## config.mk

```make
export PLATFORM = sky130hd
export DESIGN_NAME = multdiv_unit
export DESIGN_NICKNAME = d
export VERILOG_FILES = /design/src/rtl/multdiv_unit.sv
export SDC_FILE = /design/constraint.sdc
export NUM_CORES = 1
export LEC_CHECK = 0
export ABC_AREA = 1
export CAP_MARGIN = 0
export CORE_ASPECT_RATIO = 2
export CORE_MARGIN = 4
export CORE_UTILIZATION = 40
export CTS_CLUSTER_SIZE = 8
export DETAILED_ROUTE_END_ITERATION = 8
export GPL_TIMING_DRIVEN = 0
export PLACE_DENSITY = 0.59
export SYNTH_ARGS = -nofsm -noshare
export SYNTH_HDL_FRONTEND = slang
export SYNTH_SLANG_ARGS = --single-unit
export TNS_END_PERCENT = 5
```

## constraint.sdc

```tcl
create_clock -name clock -period 16.75 [get_ports clock]
set_input_delay 3.35 -clock clock [delete_from_list [all_inputs] [get_ports clock]]
set_output_delay 3.35 -clock clock [all_outputs]
set_load 0.05 [all_outputs]
```

## src/rtl/multdiv_unit.sv

```systemverilog
// Iterative signed multiplier/divider for the execute stage.
// Shift-add multiply or restoring divide on magnitudes, then sign fix-up; fixed WIDTH+2 edge latency.
module multdiv_unit #(
    parameter int unsigned WIDTH = 32
) (
    input  logic             clock,
    input  logic             reset,
    input  logic [WIDTH-1:0] data_operandA,
    input  logic [WIDTH-1:0] data_operandB,
    input  logic             ctrl_MULT,
    input  logic             ctrl_DIV,
    output logic [WIDTH-1:0] data_result,
    output logic             data_exception,
    output logic             data_resultRDY,
    output logic             busy
);

    localparam int unsigned CW = $clog2(WIDTH) + 1;
    localparam logic [CW-1:0] LAST_ITER = CW'(WIDTH - 1);

    typedef enum logic [1:0] {
        S_IDLE,
        S_RUN,
        S_FIX,
        S_DONE
    } state_t;

    state_t r_state;
    state_t w_next;

    logic                 w_start;
    logic [WIDTH-1:0]     w_mag_a;
    logic [WIDTH-1:0]     w_mag_b;

    logic                 r_is_div;
    logic                 r_neg;
    logic                 r_bzero;
    logic [CW-1:0]        r_cnt;
    logic [2*WIDTH-1:0]   r_mcand;
    logic [WIDTH-1:0]     r_mplier;
    logic [2*WIDTH-1:0]   r_acc;
    logic [WIDTH-1:0]     r_dvsr;
    logic [WIDTH-1:0]     r_rem;
    logic [WIDTH-1:0]     r_quo;
    logic [WIDTH-1:0]     r_fix_res;
    logic                 r_fix_exc;
    logic [WIDTH-1:0]     r_result;
    logic                 r_exc;
    logic                 r_rdy;

    logic [WIDTH:0]       w_rem_sh;
    logic                 w_rem_ge;
    logic [WIDTH-1:0]     w_rem_nx;
    logic [2*WIDTH-1:0]   w_prod_s;
    logic                 w_mul_exc;
    logic [WIDTH-1:0]     w_quo_s;
    logic                 w_div_exc;
    logic [WIDTH-1:0]     w_div_res;

    assign w_start = ctrl_MULT | ctrl_DIV;

    // An unsigned WIDTH-bit magnitude holds 2^(WIDTH-1), so INT_MIN needs no special case.
    assign w_mag_a = data_operandA[WIDTH-1] ? -data_operandA : data_operandA;
    assign w_mag_b = data_operandB[WIDTH-1] ? -data_operandB : data_operandB;

    assign w_rem_sh = {r_rem, r_quo[WIDTH-1]};
    assign w_rem_ge = (w_rem_sh >= {1'b0, r_dvsr});
    assign w_rem_nx = w_rem_ge ? WIDTH'(w_rem_sh - {1'b0, r_dvsr}) : w_rem_sh[WIDTH-1:0];

    assign w_prod_s  = r_neg ? -r_acc : r_acc;
    assign w_mul_exc = (w_prod_s[2*WIDTH-1:WIDTH] != {WIDTH{w_prod_s[WIDTH-1]}});

    // Only INT_MIN / -1 yields a positive quotient with the top bit set.
    assign w_quo_s   = r_neg ? -r_quo : r_quo;
    assign w_div_exc = r_bzero | (~r_neg & r_quo[WIDTH-1]);
    assign w_div_res = r_bzero ? '0 : w_quo_s;

    always_ff @(posedge clock or posedge reset) begin
        if (reset) begin
            r_state <= S_IDLE;
        end else begin
            r_state <= w_next;
        end
    end

    always_comb begin
        w_next = r_state;
        if (w_start) begin
            w_next = S_RUN;
        end else begin
            case (r_state)
                S_IDLE:  w_next = S_IDLE;
                S_RUN:   w_next = (r_cnt == LAST_ITER) ? S_FIX : S_RUN;
                S_FIX:   w_next = S_DONE;
                S_DONE:  w_next = S_IDLE;
                default: w_next = S_IDLE;
            endcase
        end
    end

    always_comb begin
        busy = (r_state != S_IDLE);
    end

    always_ff @(posedge clock or posedge reset) begin
        if (reset) begin
            r_is_div  <= 1'b0;
            r_neg     <= 1'b0;
            r_bzero   <= 1'b0;
            r_cnt     <= '0;
            r_mcand   <= '0;
            r_mplier  <= '0;
            r_acc     <= '0;
            r_dvsr    <= '0;
            r_rem     <= '0;
            r_quo     <= '0;
            r_fix_res <= '0;
            r_fix_exc <= 1'b0;
            r_result  <= '0;
            r_exc     <= 1'b0;
            r_rdy     <= 1'b0;
        end else begin
            r_rdy <= 1'b0;
            if (w_start) begin
                r_is_div <= ~ctrl_MULT;
                r_neg    <= data_operandA[WIDTH-1] ^ data_operandB[WIDTH-1];
                r_bzero  <= (data_operandB == '0);
                r_cnt    <= '0;
                r_mcand  <= {{WIDTH{1'b0}}, w_mag_a};
                r_mplier <= w_mag_b;
                r_acc    <= '0;
                r_dvsr   <= w_mag_b;
                r_rem    <= '0;
                r_quo    <= w_mag_a;
            end else begin
                case (r_state)
                    S_RUN: begin
                        r_cnt <= r_cnt + 1'b1;
                        if (r_is_div) begin
                            r_rem <= w_rem_nx;
                            r_quo <= {r_quo[WIDTH-2:0], w_rem_ge};
                        end else begin
                            if (r_mplier[0]) begin
                                r_acc <= r_acc + r_mcand;
                            end
                            r_mcand  <= r_mcand << 1;
                            r_mplier <= r_mplier >> 1;
                        end
                    end
                    S_FIX: begin
                        r_fix_res <= r_is_div ? w_div_res : w_prod_s[WIDTH-1:0];
                        r_fix_exc <= r_is_div ? w_div_exc : w_mul_exc;
                    end
                    S_DONE: begin
                        r_result <= r_fix_res;
                        r_exc    <= r_fix_exc;
                        r_rdy    <= 1'b1;
                    end
                    default: ;
                endcase
            end
        end
    end

    assign data_result    = r_result;
    assign data_exception = r_exc;
    assign data_resultRDY = r_rdy;

endmodule

```

==> reports/qor.yml <==
status: "finished, final reports clean"
routabilityCongestion: 1.07
p_comb_share_pct: 28.8
finClkSkew_ns: 0.0255
power_density_nw_per_um2: 90.4
worst_pin_slew_ns: 1.26
min_period_ns: 6.46
arrival_ns: 6.97
hold_path_class: "reg -> reg"
synthToLayoutAreaGrowth_pct: 13.4
via_per_inst: 5.76
slew_headroom_pct: 15.1
place_hpwl_um: 96000
synth_cells: 3687
first_pass_iters: 6
seq_area_frac_synth_pct: 33.9
synth_cell_types: 60
drtIter0Drc: 1948
cts_tree: "yes"
synth_top_area_share_pct: 33.9
grt_pass1_vias: 26531
switchingPower_uw: 968
die_x_um: 183
antenna_found_initial: 3
crit_type: "in -> reg"
async_flop_share_pct: 100
initial_core_util_pct: 40.3
multi_input_area_um2: 14100
grt_overflow: 0
p_int_uw: 1560
fillers: 6441
critPathLaunchType: "input pin"
fin_ws_ns: 10.29
final_nets: 4010
dieArea_um2: 65800
clockBufferDepth: 3
swShare_pct: 38.4
clk_pin_slew_worst_paths_ns: 0.05
synth-seq-cells: 334
vias: 26642
regArea_um2: 8360
grt_first_pass_wirelength_um: 169000
critical_path_required_ns: 17.26
finalHoldViolations: 0
startpoint: "ctrl_MULT"
core_area_um2: 61000
grt_max_degree: 89
fmax_ghz: 0.155
drc: 0
clock_sinks: 334
gr-usage-all-layers_pct: 34.5
cts_root_buffer: "clkbuf_16"
synth_top_area_cell: "dfrtp_1"
dieHeight_um: 359
routedWlPerCell_um: 25.2
htreeDepth: 2
syn-cell-area_um2: 24600
yosysWarnings: 0
core.rowCount: 128
synth_flop_cell: "dfrtp_1"
synth_edf_count: 0
cts_buffers: 47
setup_viol: 0
path_max_fanout: 10
holdWs_ns: 0.472
synth_common_cells: "nand2_1, nor2_1, inv_1, a21oi_1, dfrtp_1"
min_from: "data_result[31]"
avgSynthCellArea_um2: 6.68
rsz0062_at_grt: "no"
worstSkewPairLatency_ns: 0.60
hold_buffers: 0
leakagePower_uw: 0.0135
portBuffers: 101
n_antenna_cell: 0
ant_nets: 0
slew_violations: 0
clock_power_share_pct: 34.4
ir_worst_vdd_v: 0.0000734
boundaryPins: 103
synth.most_common_cell: "nand2_1"
wl_um: 117000
fin_crit_sh_pct: 38.6
dpl_worst_slack_ns: 9.77
p_total_uw: 2520
cap_violations: 0
syn-num-nets: 3857
synthTopCellsByArea: "dfrtp_1, nand2_1, nor2_1"
ctsResizeCount: 0
reg2reg_from: "r_neg"
post_cts_buffers: 0
endpoint_kind: "flop"
drive_gt1_share_pct: 4.92
seq_power_share_pct: 36.8
-- state kept, by name, indices dropped and copies added, names as in the netlist, 6 cells and up --
register     flops
data_result     32
r_acc           64
r_cnt            6
r_dvsr          32
r_fix_res       32
r_mcand         64
r_mplier        32
r_quo           32
r_rem           32
-- placed cells by master (no fill, tap or decap), types with 15 or more instances in the layout --
master / n
nor2_1: 461
a22oi_1: 23
dfrtp_1: 334
clkdlybuf4s50_1: 101
nand3_1: 268
nand2_1: 845
ha_1: 100
nor3_1: 28
xor2_1: 15
xnor2_1: 15
o221ai_1: 15
o211ai_1: 16
nand4_1: 21
a31oi_1: 53
o21ai_1: 56
o22ai_1: 38
a21oi_1: 334
buf_2: 16
o21ai_0: 314
inv_2: 24
clkbuf_16: 47
a21o_1: 16
nand2_2: 15
inv_1: 425
clkbuf_1: 79
buf_1: 15
-- worst paths after layout --
| path | endpoint | slack (ns) | cells past startpoint |
|---|---|---|---|
| worst max-delay path | r_mcand[2] | 10.29 | 8 |
| worst min-delay path | data_result[31] | 0.47 | 2 |
| worst max register to register | r_fix_res[30] | 13.12 | 7 |
| worst min register to register | data_result[31] | 0.47 | 2 |
| max in group asynchronous | r_mcand[7] | 12.13 | 4 |
| min in group asynchronous | r_acc[31] | 3.28 | 2 |
-- worst max-delay path, stage by stage --
cell and delay, ns:
clkdlybuf4s50_1 0.42, nor2_1 0.46, inv_2 0.27, nor2_1 0.95, buf_2 0.47, buf_1 0.64
a21oi_1 0.20, a21oi_1 0.18
-- metrics by stage --
step | instance area (um2) | setup TNS [ns] | util (%) | std cells
2_1_floorplan | 24600 | 0 | - | 3687
3_3_place_gp | 26600 | -252.69 | 43.6 | 4568
3_5_place_dp | 26700 | 0 | 43.8 | 4571
4_1_cts | 27900 | 0 | 45.7 | 4622
5_1_grt | 27900 | 0 | 45.7 | 4622
6_report | 27900 | 0 | 45.7 | 4622
-- metal layers --
metal	part of all wire [%]	GRT usage (%)	wire, um	vias up
met5	0.011	0	13	-
met4	12	31.1	13600	2
met3	4.6	3.72	5370	386
met2	50	60.4	58300	987
met1	34	35.5	39300	12695
li1	-	-	-	12572
-- power groups by stage --
stage          logic [uW]  registers [uW]  clock network, uW
4_1_cts               713             925                879
5_1_grt               789             928                906
2_1_floorplan         456             909                  0
6_report              727             928                869
3_5_place_dp          710             938                  0
3_3_place_gp          704             939                  0
-- cells by family after synthesis --
family | synth area share [%]
buf+inv | 8.89
compound gates | 21.0
fa+ha+maj | 5.24
simple gates | 29.9
xor+xnor | 1.07
flops | 33.9
-- layout make-up --
class                      instances  area share [%]
buffer                           113            1.71
inverter                         455            6.15
clock buffer                      49            4.24
sequential                       334            29.9
timing repair buffer             104            3.92
tap                              780            3.50
multi-input combinational       2785            50.4
clock inverter                     2           0.103
No activity file was read; power rests on OpenSTA's default activity.
